===== src/rtl/regfile_wb_arb_if.sv =====
// Bundles the write-back, long-latency, decode read-port and register-file
// write-port signals of regfile_wb_arb.
interface regfile_wb_arb_if;
    logic        wb_we;
    logic [4:0]  wb_waddr;
    logic [31:0] wb_wdata;
    logic        ll_valid;
    logic [4:0]  ll_waddr;
    logic [31:0] ll_wdata;
    logic        ll_ready;
    logic [4:0]  raddr1;
    logic [4:0]  raddr2;
    logic        pend1;
    logic        pend2;
    logic        stall_req;
    logic        we;
    logic [4:0]  waddr;
    logic [31:0] wdata;

    modport master (
        output wb_we, wb_waddr, wb_wdata, ll_valid, ll_waddr, ll_wdata, raddr1, raddr2,
        input  ll_ready, pend1, pend2, stall_req, we, waddr, wdata
    );

    modport slave (
        input  wb_we, wb_waddr, wb_wdata, ll_valid, ll_waddr, ll_wdata, raddr1, raddr2,
        output ll_ready, pend1, pend2, stall_req, we, waddr, wdata
    );
endinterface


===== src/rtl/regfile_wb_arb.sv =====
// Register-file write-port arbiter: pipeline write-back vs. queued long-latency results.
// Optional macro WB_ARB_BYPASS_EN lets an ll result into an empty FIFO write the port directly.
module regfile_wb_arb #(
    parameter int DEPTH      = 4,
    parameter int STARVE_MAX = 8
) (
    input  logic             clk,
    input  logic             rst,
    regfile_wb_arb_if.slave  bus
);
    localparam int PW = $clog2(DEPTH);
    localparam int CW = PW + 1;
    localparam int SW = $clog2(STARVE_MAX + 1);

    logic [DEPTH-1:0] valid_q, valid_d;
    logic [4:0]       addr_q [DEPTH];
    logic [31:0]      data_q [DEPTH];
    logic [PW-1:0]    wptr_q, rptr_q;
    logic [CW-1:0]    count_q, count_d;
    logic [SW-1:0]    starve_q, starve_d;
    logic             stall_q, stall_d;

    logic             empty, full, head_valid, ll_ready_w;
    logic             g_stall, g_wb, g_drain, g_byp, pop, push, push_acc;
    logic [DEPTH-1:0] match1, match2;

    assign empty      = (count_q == '0);
    assign full       = (count_q == CW'(DEPTH));
    assign head_valid = valid_q[rptr_q];
    assign ll_ready_w = rst && !full;
    assign push_acc   = bus.ll_valid && ll_ready_w;

    // Priority: starvation drain, then pipeline write-back, then idle-cycle drain.
    assign g_stall = rst && stall_q && !empty && head_valid;
    assign g_wb    = rst && !g_stall && bus.wb_we && (bus.wb_waddr != 5'd0);
    assign g_drain = rst && !g_stall && !g_wb && !empty;
    assign pop     = g_stall || g_drain;

`ifdef WB_ARB_BYPASS_EN
    assign g_byp = rst && empty && !g_wb && push_acc && (bus.ll_waddr != 5'd0);
`else
    assign g_byp = 1'b0;
`endif

    assign push = push_acc && (bus.ll_waddr != 5'd0) && !g_byp;

    // A fresh push lands on a free slot, so it overrides any squash aimed at that address.
    for (genvar gi = 0; gi < DEPTH; gi++) begin : g_entry
        assign match1[gi]  = valid_q[gi] && (addr_q[gi] == bus.raddr1);
        assign match2[gi]  = valid_q[gi] && (addr_q[gi] == bus.raddr2);
        assign valid_d[gi] = (push && (wptr_q == PW'(gi))) ? 1'b1 :
                             (valid_q[gi]
                              && !(g_wb && (addr_q[gi] == bus.wb_waddr))
                              && !(pop && (rptr_q == PW'(gi))));
    end

    assign bus.ll_ready  = ll_ready_w;
    assign bus.pend1     = rst && (bus.raddr1 != 5'd0) && (|match1);
    assign bus.pend2     = rst && (bus.raddr2 != 5'd0) && (|match2);
    assign bus.stall_req = stall_q;

    always_comb begin
        bus.we    = 1'b0;
        bus.waddr = 5'd0;
        bus.wdata = 32'd0;
        if (pop && head_valid) begin
            bus.we    = 1'b1;
            bus.waddr = addr_q[rptr_q];
            bus.wdata = data_q[rptr_q];
        end else if (g_wb) begin
            bus.we    = 1'b1;
            bus.waddr = bus.wb_waddr;
            bus.wdata = bus.wb_wdata;
        end else if (g_byp) begin
            bus.we    = 1'b1;
            bus.waddr = bus.ll_waddr;
            bus.wdata = bus.ll_wdata;
        end
    end

    assign count_d = count_q + CW'(push) - CW'(pop);

    always_comb begin
        starve_d = starve_q;
        if (empty || pop)
            starve_d = '0;
        else if (starve_q != SW'(STARVE_MAX))
            starve_d = starve_q + SW'(1);
    end

    // Stall holds until no valid entry remains; squashed leftovers drain in idle cycles.
    always_comb begin
        stall_d = stall_q;
        if (valid_d == '0)
            stall_d = 1'b0;
        else if (starve_d == SW'(STARVE_MAX))
            stall_d = 1'b1;
    end

    always_ff @(posedge clk or negedge rst) begin
        if (!rst) begin
            valid_q  <= '0;
            wptr_q   <= '0;
            rptr_q   <= '0;
            count_q  <= '0;
            starve_q <= '0;
            stall_q  <= 1'b0;
        end else begin
            valid_q  <= valid_d;
            count_q  <= count_d;
            starve_q <= starve_d;
            stall_q  <= stall_d;
            if (push)
                wptr_q <= wptr_q + PW'(1);
            if (pop)
                rptr_q <= rptr_q + PW'(1);
        end
    end

    always_ff @(posedge clk) begin
        if (push) begin
            addr_q[wptr_q] <= bus.ll_waddr;
            data_q[wptr_q] <= bus.ll_wdata;
        end
    end
endmodule

===== src/flat_wrapper.sv =====
// flat-port wrapper written by rule: the top's interface ports become plain ports
module regfile_wb_arb_flat 
#(
    parameter int DEPTH      = 4,
    parameter int STARVE_MAX = 8
)
  (clk, rst, bus_wb_we, bus_wb_waddr, bus_wb_wdata, bus_ll_valid, bus_ll_waddr, bus_ll_wdata, bus_raddr1, bus_raddr2, bus_ll_ready, bus_pend1, bus_pend2, bus_stall_req, bus_we, bus_waddr, bus_wdata);
  regfile_wb_arb_if bus_i ();
  input  logic clk;
  input  logic rst;
  input wire logic [$bits(bus_i.wb_we)-1:0] bus_wb_we;
  input wire logic [$bits(bus_i.wb_waddr)-1:0] bus_wb_waddr;
  input wire logic [$bits(bus_i.wb_wdata)-1:0] bus_wb_wdata;
  input wire logic [$bits(bus_i.ll_valid)-1:0] bus_ll_valid;
  input wire logic [$bits(bus_i.ll_waddr)-1:0] bus_ll_waddr;
  input wire logic [$bits(bus_i.ll_wdata)-1:0] bus_ll_wdata;
  input wire logic [$bits(bus_i.raddr1)-1:0] bus_raddr1;
  input wire logic [$bits(bus_i.raddr2)-1:0] bus_raddr2;
  output wire logic [$bits(bus_i.ll_ready)-1:0] bus_ll_ready;
  output wire logic [$bits(bus_i.pend1)-1:0] bus_pend1;
  output wire logic [$bits(bus_i.pend2)-1:0] bus_pend2;
  output wire logic [$bits(bus_i.stall_req)-1:0] bus_stall_req;
  output wire logic [$bits(bus_i.we)-1:0] bus_we;
  output wire logic [$bits(bus_i.waddr)-1:0] bus_waddr;
  output wire logic [$bits(bus_i.wdata)-1:0] bus_wdata;
  assign bus_i.wb_we = bus_wb_we;
  assign bus_i.wb_waddr = bus_wb_waddr;
  assign bus_i.wb_wdata = bus_wb_wdata;
  assign bus_i.ll_valid = bus_ll_valid;
  assign bus_i.ll_waddr = bus_ll_waddr;
  assign bus_i.ll_wdata = bus_ll_wdata;
  assign bus_i.raddr1 = bus_raddr1;
  assign bus_i.raddr2 = bus_raddr2;
  assign bus_ll_ready = bus_i.ll_ready;
  assign bus_pend1 = bus_i.pend1;
  assign bus_pend2 = bus_i.pend2;
  assign bus_stall_req = bus_i.stall_req;
  assign bus_we = bus_i.we;
  assign bus_waddr = bus_i.waddr;
  assign bus_wdata = bus_i.wdata;
  regfile_wb_arb #(.DEPTH(DEPTH), .STARVE_MAX(STARVE_MAX)) u_core (.clk(clk), .rst(rst), .bus(bus_i));
endmodule

===== config.mk =====
export PLATFORM = sky130hd
export DESIGN_NAME = regfile_wb_arb_flat
export DESIGN_NICKNAME = d
export VERILOG_FILES = /design/src/rtl/regfile_wb_arb_if.sv /design/src/rtl/regfile_wb_arb.sv /design/src/flat_wrapper.sv
export SDC_FILE = /design/constraint.sdc
export NUM_CORES = 1
export LEC_CHECK = 0
export BUFFER_PORTS_ARGS = -buffer_cell sky130_fd_sc_hd__buf_2
export CAP_MARGIN = 10
export CORE_MARGIN = 2
export CORE_UTILIZATION = 45
export CTS_CLUSTER_DIAMETER = 150
export CTS_CLUSTER_SIZE = 25
export DETAILED_ROUTE_END_ITERATION = 8
export GPL_ROUTABILITY_DRIVEN = 0
export PLACE_DENSITY = 0.75
export SYNTH_ARGS = -nofsm -noshare
export SYNTH_HDL_FRONTEND = slang
export SYNTH_SLANG_ARGS = --single-unit

===== constraint.sdc =====
create_clock -name clk -period 3 [get_ports clk]
set_clock_uncertainty 0.15 [all_clocks]
set_input_delay 0.15 -clock clk [delete_from_list [all_inputs] [get_ports clk]]
set_output_delay 0.15 -clock clk [all_outputs]
set_load 0.005 [all_outputs]

# Yosys cells after proc, flatten, opt, wreduce, memory -nomap -nowiden
# Memory sizes are Yosys's and may differ from the RTL's.
# Index checks and enable logic that the tools add are counted.
[op_classes]
muxes = 18
eq_ne = 21
magnitude_cmp = 1
add_sub_neg = 5
n_reduce_logical = 69
[ops]
columns = ["op", "n"]
rows = [
  ["$mux 32", 2],
  ["$eq 5x5->1", 12],
  ["$logic_and 1x1->1", 44],
  ["$reduce_bool 5->1", 4],
  ["$logic_not 1->1", 12],
  ["$mux 1", 11],
  ["$mux 5", 2],
  ["$eq 2x2->1 const B", 4],
  ["$mux 4", 2],
  ["$reduce_or 4->1", 2],
  ["$add 2x1->2 const B", 2],
  ["$add 4x1->4 const B", 1],
  ["$eq 2x1->1 const B", 2],
  ["$eq 4x4->1 const B", 1],
  ["$logic_not 2->1", 2],
  ["$logic_not 4->1", 1],
  ["$ne 4x4->1 const B", 1],
  ["$add 3x1->3", 1],
  ["$eq 3x3->1 const B", 1],
  ["$logic_not 3->1", 1],
  ["$lt 2x3->1 const B", 1],
  ["$sub 3x1->3", 1],
  ["$bmux 1 s2", 1],
  ["$logic_or 1x1->1", 2],
  ["$reduce_bool 2->1", 1],
]
[word_totals]
mem_bits_rw = 148
out_inout_bits = 42
input_bits = 88
n_memories = 2
register_bits = 16
[mem_list]
columns = ["name", "depth", "width", "rd", "rd_clocked_by_memory_dff", "wr", "line_no", "rtl"]
rows = [
  ["u_core.data_q", 4, 32, 1, 0, 1, "regfile_wb_arb.sv:17", "logic [31:0] data_q [DEPTH];"],
  ["u_core.addr_q", 4, 5, 5, 0, 1, "regfile_wb_arb.sv:16", "logic [4:0] addr_q [DEPTH];"],
]

# Logic depth before layout (Yosys ltp)
# Gate-level depths: netlist (run 1).
[logic_depth]
depth_word = 18
mapped_depth = 11
depth_no_buf = 10

# Worst setup path before layout (run 1)
# Ideal clock, no wire load.
[synth_timing]
kind = "input to register"
from = "input bus_wb_waddr[0]"
to = "register u_core.count_q[2]"
path_stages = 11
arrival_ns = 2.371
required_time_ns = 2.725
path_slack_ns = 0.354
path_buffers = 1
path_cell_list = "buf_6 -> or4_4 -> o21a_4 -> a21oi_4 -> ha_1 -> inv_1 -> ha_1 -> inv_1 -> fa_1 -> xnor2_1 -> xnor2_1"
[synth_between]
elab_chain_cells = 7
[synth_lines]
columns = ["element", "line_no", "rtl"]
rows = [
  ["start: declaration", "flat_wrapper.sv:12", "input wire logic [$bits(bus_i.wb_waddr)-1:0] bus_wb_waddr;"],
  ["$reduce_bool 5->1", "regfile_wb_arb.sv:35", "assign g_wb = rst && !g_stall && bus.wb_we && (bus.wb_waddr != 5'd0);"],
  ["$logic_and 1x1->1", "regfile_wb_arb.sv:35", ""],
  ["$logic_not 1->1", "regfile_wb_arb.sv:36", "assign g_drain = rst && !g_stall && !g_wb && !empty;"],
  ["$logic_and 1x1->1 (2 in a row)", "regfile_wb_arb.sv:36", ""],
  ["$logic_or 1x1->1", "regfile_wb_arb.sv:37", "assign pop = g_stall || g_drain;"],
  ["$sub 3x1->3", "regfile_wb_arb.sv:81", "assign count_d = count_q + CW'(push) - CW'(pop);"],
  ["named net u_core.count_d[2]", "regfile_wb_arb.sv:19", "logic [CW-1:0] count_q, count_d;"],
  ["end signal: assignment", "regfile_wb_arb.sv:110", "count_q <= count_d;"],
  ["end: declaration", "regfile_wb_arb.sv:19", ""],
]
# The timed path passes the listed nets, and every way through them passes these cells.
# A chain may end at the register's enable or synchronous reset.

# Worst setup path in the final report (run 1)
[layout_timing]
from = "register u_core.rptr_q[1]"
to = "output bus_we"
[layout_between]
elab_chain_cells = 13
[layout_lines]
columns = ["element", "line_no", "rtl"]
rows = [
  ["start: declaration", "regfile_wb_arb.sv:18", "logic [PW-1:0] wptr_q, rptr_q;"],
  ["start signal: assignment", "regfile_wb_arb.sv:116", "rptr_q <= rptr_q + PW'(1);"],
  ["$bmux 1 s2 (*)", "regfile_wb_arb.sv:29", "assign head_valid = valid_q[rptr_q];"],
  ["$mux 1 (implied by the code) (*)", "regfile_wb_arb.sv:29", ""],
  ["$logic_and 1x1->1", "regfile_wb_arb.sv:34", "assign g_stall = rst && stall_q && !empty && head_valid;"],
  ["$logic_not 1->1", "regfile_wb_arb.sv:35, regfile_wb_arb.sv:36", ""],
  ["$logic_and 1x1->1", "regfile_wb_arb.sv:35, regfile_wb_arb.sv:36", ""],
  ["$logic_and 1x1->1 (2 in a row)", "regfile_wb_arb.sv:35", ""],
  ["$logic_not 1->1", "regfile_wb_arb.sv:36", ""],
  ["$logic_and 1x1->1 (2 in a row)", "regfile_wb_arb.sv:36", ""],
  ["$logic_or 1x1->1", "regfile_wb_arb.sv:37", ""],
  ["$logic_and 1x1->1", "regfile_wb_arb.sv:66", "if (pop && head_valid) begin"],
  ["$mux 1 (*)", "regfile_wb_arb.sv:66", ""],
  ["end: declaration", "flat_wrapper.sv:23", "output wire logic [$bits(bus_i.we)-1:0] bus_we;"],
]
# Every way passes the cells marked *; elsewhere a longest branch is shown, timed or not. The select of a mux whose other input is x is not followed.

==> impl_metrics.csv, run 1 <==
group,metric,value,unit
run_status,status,"finished, final reports clean",
die,floorplan.initialDensity,0.457,
synthesis,ys_ff_latch,164,
worst_setup_path,crit_path_end_kind,"output pin",
synthesis,synth_common_cells,"148 x edfxtp_1, 45 x xor2_1, 37 x mux4_2, 36 x a22o_1, 22 x clkbuf_1",
timing,setup-tns-final,0,ns
worst_setup_path,arrival,2.54,ns
global_routing,grt_max_degree,43,
routing,drc_errors,0,
synthesis,yosysMostFrequentCell,"edfxtp_1",
worst_setup_path,path_common_cell,"buf_4",
timing,fin_crit,2.84,ns
finish,diodes,0,
pwr,p_sw_frac,0.297,
routing,drtPass1Iterations,4,
timing,worst_pin_slew,0.601,ns
clock_network,cts_buffers,17,
synthesis,synth.top_cell.area_share,0.593,
global_routing,antenna_found_initial,0,
finish,drive_gt1_frac,0.367,
worst_setup_path,cp-start-kind,"register",
pwr,power.clock.fraction,0.284,
worst_setup_path,cp_max_fo,26,
synthesis,synth_area_leaders,"edfxtp_1 59%, mux4_2 11%, dfrtp_1 5.3%, xor2_1 5.3%, a22o_1 4.2%",
timing,fmax,0.352,GHz
placement,placed_cell_area,8420,um^2
die,ios,130,
synthesis,synth_ff_type,"edfxtp_1",
worst_setup_path,crit_required,2.70,ns
synthesis,synth_nets,547,
synthesis,synth_seq_area_share,0.646,
worst_hold_path,hold_class,"primary input to register",
die,fp.dieArea,17700,um^2
finish,postLayoutCoreUtil,0.571,
pwr,power.leakage,3.55,nW
timing,hold_viol,0,
timing,rsz0062_at_grt,"no",
die,die_h,133,um
finish,syn_to_final_growth,24.8,%
timing,finalSetupViolations,0,
finish,fin_area,9360,um^2
synthesis,ys_types,48,
routing,wl_per_cell,19.4,um
pwr,p_switching,0.00212,W
routing,viasPerCell,5.47,
global_routing,track_usage,0.196,
pwr,ir_worst_vdd,0.000418,V
placement,dp.cells,779,
routing,vias,4641,
clock_network,cts_tree,"yes",
clock_network,clk_latency,0.42,ns
global_routing,grt_pass1_vias,4990,
die,die_x,133,um
pwr,powerDensity,762,nW/um^2
timing,maxSlewHeadroom,0.600,
clock_network,cts_num_sinks,164,
die,rows,47,
worst_setup_path,worst-setup-path-type,"register to output pin",
clock_network,h-tree-depth,4,
pwr,p_int,0.00502,W
synthesis,synthArstFlopShare,0.0976,
synthesis,netlist_instances,446,
synthesis,synth_top_area_cell,"edfxtp_1",
global_routing,grt_remaining_overflow,0,
placement,port_buffers,129,
pwr,p_seq_frac,0.423,
routing,drtIter0Drc,289,
clock_network,clockBufferDepth,2,
worst_setup_path,crit_chain,"mux2_2 -> a2bb2oi_2 -> a21oi_4 -> buf_4 -> o211ai_1 -> inv_1 -> buf_4 -> or2_2 -> buf_2",
finish,fillers,1291,
die,design.core.area,16400,um^2
placement,dpl.hpwl,10900,um
clock_network,root_buffer,"clkbuf_16",
routing,drt_wl_total,16500,um
routing,antenna_left,0,
job,cap_violations,0,
synthesis,syn_area,7500,um^2
synthesis,ys_warn_count,0,
worst_setup_path,cp_slowest_cell,"dfrtp_2",
synthesis,synth_edf_count,148,
worst_setup_path,critPathMaxStageDelay,0.38,ns
timing,post-route-period-util,0.946,
finish,nets,717,
pwr,combPwrFrac,0.293,
synthesis,avgSynthCellArea,16.8,um^2
timing,drv_slew,0,
clock_network,clk_pin_slew,0.06,ns
global_routing,grt_pass1_wl,26400,um
finish,stdcell_count,849,
==> layer usage <==
| metal | global-route usage | wire (um) | share of wire |
|---|---|---|---|
| met5 | 0 | 0 | 0 |
| met3 | 0.0388 | 952 | 0.058 |
| met1 | 0.259 | 7010 | 0.43 |
| met2 | 0.318 | 8120 | 0.49 |
| met4 | 0.0857 | 403 | 0.024 |
==> what timing repair did <==
action,4_1_cts,5_1_grt
resized for setup,0,1
hold buffers,38,0
setup endpoints to repair,0,1
setup buffers,0,0
hold endpoints to repair,164,0
==> per-stage QoR <==
stage,power [W],setup slack (ns),hold slack (ns)
floorplan,0.00447,0.354,-0.296
global placement,0.00507,0.373,0.0197
detailed placement,0.00514,0.343,0.0233
CTS,0.00722,0.137,0.0283
global route,0.00752,0.0159,0.0671
finish,0.00713,0.161,0.0491
==> worst paths after layout <==
kind                                              startpoint                          endpoint  slack (ns)  depth (start not counted)
worst min register to register   u_core.count_q[1]$_DFF_PN0_       u_core.count_q[2]$_DFF_PN0_        0.42                          1
worst max register to register  u_core.rptr_q[1]$_DFFE_PN0N_  u_core.bus.stall_req$_DFFE_PN0P_        0.43                          6
worst max-delay path            u_core.rptr_q[1]$_DFFE_PN0N_                            bus_we        0.16                          9
worst min-delay path                               bus_wb_we      u_core.starve_q[3]$_DFF_PN0_        0.05                          4
min in group asynchronous                                rst      u_core.starve_q[1]$_DFF_PN0_        0.12                          3
max in group asynchronous                                rst      u_core.rptr_q[1]$_DFFE_PN0N_        2.33                          3
==> layout make-up <==
type	count	area (um^2)	area share
Sequential cell	164	4850	0.518
Multi-Input combinational cell	239	2470	0.264
Timing Repair Buffer	183	1170	0.125
Clock buffer	17	425	0.0454
Tap cell	220	275	0.0294
Clock inverter	15	131	0.0140
Inverter	11	41.3	0.00441
==> power by group through the flow <==
stage          logic (W)  clock network (W)  registers [W]
2_1_floorplan    0.00147                  0        0.00300
3_3_place_gp     0.00203                  0        0.00304
3_5_place_dp     0.00208                  0        0.00306
4_1_cts          0.00213            0.00208        0.00301
5_1_grt          0.00231            0.00217        0.00304
6_report         0.00209            0.00203        0.00302
==> cell usage in the layout, fill, tap and decap left out, types with 13 or more instances in the layout <==
master	instances
buf_2	129
xor2_1	45
a22o_1	36
nand2_1	14
clkbuf_16	17
xnor2_1	21
dfrtp_1	14
edfxtp_1	148
buf_4	13
dlygate4sd3_1	38
mux4_2	37
==> state kept, by name (all words and copies together), names as in the netlist <==
name,cells
u_core.addr_q,20
u_core.bus.stall_req,1
u_core.count_q,3
u_core.data_q,128
u_core.rptr_q,2
u_core.starve_q,4
u_core.valid_q,4
u_core.wptr_q,2
==> worst max-delay path, delay by kind of cell, from the launching register on <==
family                 cells  cell delay (ns)
AND/OR/NAND/NOR            1             0.33
buffers and inverters      4             0.59
multiplexers               1             0.36
AO/OA/AOI/OAI              3             0.44
flip-flops                 1             0.38
==> cells by family after synthesis <==
| kind of cell | share of synthesized area |
|---|---|
| AO/OA/AOI/OAI | 0.0724 |
| multiplexers | 0.115 |
| XOR/XNOR | 0.0771 |
| buffers and inverters | 0.0259 |
| adder cells (fa/ha/maj) | 0.0227 |
| flip-flops | 0.646 |
| AND/OR/NAND/NOR | 0.0405 |
Power figures use the tool's default switching activity.
==> inputs of run 2 (changes only) <==
ABC_AREA = 1   (was default)
==> run 2 against run 1 <==
Net effect:
- sequential cell count unchanged
- total power up 8.5%
- design area up 5.1%
- setup slack better by 0.034 ns
- combinational power up 23%
- synthesized cell count up 68%
- die area up 6.3%
- synthesized area up 6.5%
- final cell count up 36%
- critical path depth down 3
- global-route usage up 1.5 points
==> impl_metrics.csv, run 2 <==
group,metric,value,unit
run_status,status,"finished, final reports clean",
synthesis,ys_ff_latch,164,
worst_setup_path,reg2reg_depth,13,
synthesis,netlist_instances,751,
synthesis,synth_seq_area_share,0.606,
timing,fmax,0.357,GHz
finish,largest_reg_flops,128,
timing,finalSetupViolations,0,
routing,drtPass1Iterations,5,
worst_setup_path,cp_slowest_cell,"buf_4",
finish,multiInputGateArea,2630,um^2
job,cap_violations,0,
global_routing,grt_max_degree,68,
worst_setup_path,cp_max_fo,66,
routing,drt_wl_total,19500,um
finish,diodes,0,
finish,layout_commonest_cell,"edfxtp_1",
timing,rsz0062_at_grt,"no",
timing,fin_crit,2.80,ns
clock_network,clk_pin_slew,0.06,ns
worst_setup_path,arrival,2.50,ns
worst_setup_path,rrSetupSlack,0.33,ns
die,rows,48,
worst_hold_path,hold_path_depth,5,
die,ios,130,
worst_setup_path,crit_chain,"buf_4 -> o21ai_0 -> o22ai_1 -> nand2_1 -> o21ai_0 -> buf_2",
timing,drv_slew,0,
worst_hold_path,hold_class,"primary input to register",
pwr,ir_worst_vdd,0.000415,V
synthesis,synth_nets,852,
routing,wl_per_cell,16.9,um
die,design.core.area,17400,um^2
timing,maxSlewHeadroom,0.542,
global_routing,grt_pass1_wl,30000,um
clock_network,cts_resized,0,
routing,drtIter0Drc,622,
routing,drc_errors,0,
finish,drive_gt1_frac,0.251,
global_routing,track_usage,0.211,
pwr,powerDensity,786,nW/um^2
clock_network,cts_num_sinks,164,
clock_network,cts_buffers,17,
placement,dpl.hpwl,12200,um
placement,port_buffers,129,
synthesis,yosysMostFrequentCell,"edfxtp_1",
die,die_h,137,um
finish,fillers,1432,
die,floorplan.initialDensity,0.460,
routing,viasPerCell,5.41,
synthesis,avgSynthCellArea,10.6,um^2
synthesis,synthArstFlopShare,0.0976,
synthesis,ys_warn_count,0,
synthesis,synth.top_cell.area_share,0.556,
timing,timing.hold.ws,0.0985,ns
timing,worst_pin_slew,0.687,ns
synthesis,synthXorXnorAreaFrac,0.0241,
worst_setup_path,critPathMaxStageDelay,0.61,ns
pwr,power.leakage,3.94,nW
finish,largest-register,"u_core.data_q",
routing,vias,6233,
clock_network,clockBufferDepth,2,
worst_setup_path,crit_path_end_kind,"output pin",
global_routing,grt_remaining_overflow,0,
routing,antenna_left,0,
synthesis,synth_top_family_by_area,"compound AO/OA/AOI/OAI gates",
finish,syn_to_final_growth,23.2,%
die,die_x,137,um
timing,post-route-period-util,0.935,
global_routing,grt_pass1_vias,5938,
finish,final_cell_mix,"148 x edfxtp_1, 129 x buf_2, 86 x nand2_1, 86 x o21ai_0, 77 x nor2_1",
clock_network,clk_latency,0.41,ns
synthesis,synth-adder-area-share,0.0213,
worst_setup_path,path_common_cell,"o21ai_0",
synthesis,syn_area,7990,um^2
timing,setup-tns-final,0,ns
synthesis,synth-compound-area-share,0.153,
clock_network,h-tree-depth,4,
worst_setup_path,crit_required,2.70,ns
finish,nets,1015,
timing,hold_viol,0,
synthesis,synth.area.mux_share,0,
global_routing,antenna_found_initial,0,
clock_network,cts_tree,"yes",
synthesis,synth_edf_count,148,
synthesis,yosys.area_share.simple,0.130,
synthesis,synth_ff_type,"edfxtp_1",
synthesis,synth_top_area_cell,"edfxtp_1",
synthesis,ys_types,44,
worst_setup_path,cp-start-kind,"register",
clock_network,root_buffer,"clkbuf_16",
finish,seqCellArea,4850,um^2
synthesis,synth_common_cells,"148 x edfxtp_1, 86 x nand2_1, 86 x o21ai_0, 80 x inv_1, 77 x nor2_1",
finish,reg_top3,"u_core.data_q (128), u_core.addr_q (20)",
synthesis,synth_area_leaders,"edfxtp_1 56%, o21ai_0 5.4%, dfrtp_1 5.0%, nand2_1 4.0%, inv_1 3.8%",
worst_setup_path,worst-setup-path-type,"register to output pin",
die,fp.dieArea,18800,um^2
-- run 2: cell count changes after synthesis, sizes merged, moves of 9 or more --
cell,change
xor2,-34
inv,+74
o21ai,+116
mux4,-37
xnor2,-10
nand3,+17
a221oi,+9
a22o,-37
nand2,+95
nor2,+74
a21oi,+24
o22ai,+43
-- run 2: cell type report --
class                      instances  share of cell area
clock buffer                      18              0.0436
tap                              225              0.0286
inverter                          85              0.0337
clock inverter                    14              0.0168
timing repair buffer             180               0.118
multi-input combinational        466               0.267
sequential                       164               0.492
-- run 2: layer usage --
layer	up-vias	wire, um	global-route usage
met5	-	0	0
met4	0	339	0.0779
met3	34	1520	0.0375
met2	293	9410	0.348
met1	2944	8230	0.281
li1	2962	-	-
-- run 2: final timing paths --
path,end,startpoint
hold / removal,u_core.wptr_q[1]$_DFFE_PN0P_,bus_ll_valid
min in group asynchronous,u_core.starve_q[0]$_DFF_PN0_,rst
setup / recovery,bus_wdata[31],u_core.rptr_q[0]$_DFFE_PN0N_
max in group asynchronous,u_core.count_q[0]$_DFF_PN0_,rst
setup reg to reg,u_core.count_q[2]$_DFF_PN0_,u_core.rptr_q[0]$_DFFE_PN0N_
hold reg to reg,u_core.wptr_q[0]$_DFFE_PN0P_,u_core.wptr_q[0]$_DFFE_PN0P_
-- run 2: through the flow --
stage | worst slack, ns | std cells | total power [W] | instance area [um^2] | utilization
4_1_cts | 0.221 | 1152 | 0.00777 | 9840 | 0.567
3_3_place_gp | 0.511 | 1081 | 0.00548 | 8860 | 0.510
6_report | 0.195 | 1152 | 0.00774 | 9840 | 0.567
3_5_place_dp | 0.416 | 1081 | 0.00556 | 8860 | 0.510
2_1_floorplan | 0.669 | 751 | 0.00477 | 7990 | -
5_1_grt | 0.0449 | 1152 | 0.00819 | 9840 | 0.567
-- run 2: worst max-delay path: cells and delay by family, from the launching register on --
kind / cells / cell delay, ns
buf+inv: 2 / 0.78
compound gates: 3 / 0.61
flops: 1 / 0.60
simple gates: 1 / 0.09
-- run 2: what timing repair did --
action	CTS	global route
setup buffers	0	0
hold buffers	39	0
endpoints found under the hold margin	164	0
-- run 2: cell families (layout without fill, tap and decap cells) --
family / Yosys count / in the layout
simple gates: 227 / 227
compound gates: 204 / 204
flops: 164 / 164
buf+inv: 121 / 297
xor+xnor: 22 / 22
fa+ha+maj: 13 / 13
-- run 2: where the power goes --
part,internal (W),switching (W)
registers,0.00281,0.000207
clock network,0.00125,0.000900
logic,0.000894,0.00168
==> inputs of run 3 (changes only) <==
CORE_UTILIZATION = 57   (was 45)
PLACE_DENSITY = 0.89   (was 0.75)
SKIP_CTS_REPAIR_TIMING = 1   (was default)
==> run 3 against run 2 <==
Net effect:
- clock power up 2%
- non-clock buffer count increased by 2
- first-iteration DRC count rose by 15%
- fmax grew 5.1%
- final cell count down 3.7%
- sequential power is 1% lower
- worst hold slack got worse by 0.063 ns
- design area is 0.70% lower
- count of clock-buffer cells in the layout did not move
- critical path depth unchanged
- sequential share of layout area increased by 0.35 points
- utilization grew 14 points
- critical path type unchanged
==> impl_metrics.csv, run 3 (synthesized netlist as in run 2, its figures left out) <==
group,metric,value,unit
finish,largest-register,"u_core.data_q",
routing,drc_errors,0,
routing,antenna_left,0,
clock_network,clk_pin_slew,0.06,ns
timing,fin_crit,2.67,ns
die,ios,130,
routing,viasPerCell,5.73,
worst_hold_path,hold_class,"primary input to register",
routing,wl_per_cell,17.6,um
worst_setup_path,path_delay_family,"buffers and inverters",
timing,fmax,0.375,GHz
finish,nets,1017,
pwr,power.clock.fraction,0.283,
clock_network,h-tree-depth,4,
worst_setup_path,arrival,2.37,ns
worst_setup_path,cp_max_fo,86,
routing,drtPass1Iterations,7,
die,rows,43,
placement,pre_cts_ws,0.599,ns
placement,placed_cell_area,8780,um^2
finish,postLayoutCoreUtil,0.710,
worst_hold_path,hold_path_depth,5,
worst_hold_path,holdPathEnd,"u_core.valid_q[0]$_DFF_PN0_",
worst_setup_path,crit_required,2.70,ns
die,fp.dieArea,15000,um^2
global_routing,antenna_found_initial,0,
timing,setup-tns-final,0,ns
pwr,p_sw_frac,0.356,
worst_setup_path,rrSetupSlack,0.58,ns
placement,port_buffers,129,
die,design.core.area,13800,um^2
timing,drv_slew,0,
worst_hold_path,min-delay-start,"bus_ll_valid",
routing,drtIter0Drc,716,
timing,fin_ws,0.332,ns
finish,final_cell_mix,"148 x edfxtp_1, 129 x buf_2, 86 x nand2_1, 86 x o21ai_0, 80 x inv_1",
finish,reg_top3,"u_core.data_q (128), u_core.addr_q (20)",
timing,maxSlewHeadroom,0.453,
routing,drt_wl_total,19600,um
global_routing,track_usage,0.255,
clock_network,clk_latency,0.43,ns
timing,finalSetupViolations,0,
pwr,p_seq_frac,0.383,
clock_network,cts_tree,"yes",
finish,fin_area,9770,um^2
pwr,combPwrFrac,0.334,
timing,rsz0062_at_grt,"no",
pwr,ir_worst_vdd,0.000441,V
worst_setup_path,critPathMaxStageDelay,0.61,ns
die,die_x,122,um
global_routing,grt_remaining_overflow,0,
worst_setup_path,cp_num_buf_inv,2,
finish,drive_gt1_frac,0.252,
worst_setup_path,crit_path_end_kind,"output pin",
placement,dpl.hpwl,11800,um
timing,post-route-period-util,0.889,
worst_setup_path,worst-setup-path-type,"register to output pin",
pwr,p_int,0.00501,W
clock_network,cts_buffers,17,
run_status,status,"finished, final reports clean",
worst_setup_path,cp-start-kind,"register",
worst_setup_path,cp_slowest_cell,"buf_4",
worst_setup_path,reg2reg_depth,12,
timing,hold_viol,0,
die,die_h,122,um
worst_setup_path,timing.rr.start,"u_core.count_q[1]$_DFF_PN0_",
pwr,powerDensity,795,nW/um^2
finish,layout_commonest_cell,"edfxtp_1",
die,floorplan.initialDensity,0.580,
finish,largest_reg_flops,128,
worst_setup_path,crit_chain,"buf_4 -> o21ai_0 -> o22ai_1 -> nand2_2 -> o21ai_2 -> buf_2",
global_routing,grt_pass1_wl,28800,um
timing,worst_pin_slew,0.821,ns
clock_network,clockBufferDepth,2,
pwr,power.leakage,3.97,nW
finish,diodes,0,
worst_setup_path,worst_r2r_endpoint,"u_core.count_q[2]$_DFF_PN0_",
global_routing,grt_max_degree,87,
global_routing,grt_pass1_vias,5842,
job,cap_violations,0,
finish,syn_to_final_growth,22.3,%
pwr,p_switching,0.00277,W
routing,vias,6360,
clock_network,cts_num_sinks,164,
clock_network,root_buffer,"clkbuf_16",
==> run 3: layer usage <==
layer | share of wire | wire length, um | global-route usage
met4 | 0.017 | 329 | 0.108
met3 | 0.087 | 1690 | 0.0548
met1 | 0.39 | 7580 | 0.321
met2 | 0.51 | 9960 | 0.428
met5 | 0 | 0 | 0
==> run 3: power by group through the flow <==
stage               Sequential [W]  Combinational, W  Clock [W]
finish                     0.00298           0.00260    0.00220
global route               0.00300           0.00288    0.00230
CTS                        0.00297           0.00252    0.00221
detailed placement         0.00301           0.00248          0
global placement           0.00300           0.00241          0
floorplan                  0.00298           0.00179          0
==> run 3: cell type report <==
type	instances	area, um^2
sequential	164	4850
fill	966	4000
multi-input combinational	466	2630
timing repair buffer	182	1140
clock buffer	18	429
inverter	85	332
tap	180	225
clock inverter	14	175
==> run 3: worst max path at each step <==
stage,start,to,slack (ns),cells after the start
global route,rst,bus_wdata[31],0.11,12
floorplan,u_core.rptr_q[0]$_DFFE_PN0N_,u_core.count_q[2]$_DFF_PN0_,0.67,13
finish,u_core.rptr_q[0]$_DFFE_PN0N_,bus_wdata[15],0.33,6
global placement,rst,u_core.count_q[2]$_DFF_PN0_,0.63,12
detailed placement,rst,u_core.count_q[2]$_DFF_PN0_,0.60,12
CTS,u_core.rptr_q[0]$_DFFE_PN0N_,bus_wdata[31],0.38,8
==> run 3: per-stage QoR <==
step	instances	power, W	hold WS [ns]
floorplan	751	0.00477	-0.296
global placement	1038	0.00541	-0.189
detailed placement	1038	0.00549	-0.187
CTS	1070	0.00770	-0.642
global route	1109	0.00818	0.0540
finish	1109	0.00777	0.0358
==> run 3: tightest hold or removal path, delay by kind of cell <==
kind	cells	cell delay [ns]
compound gates	1	0.07
simple gates	3	0.23
buf+inv	1	0.11
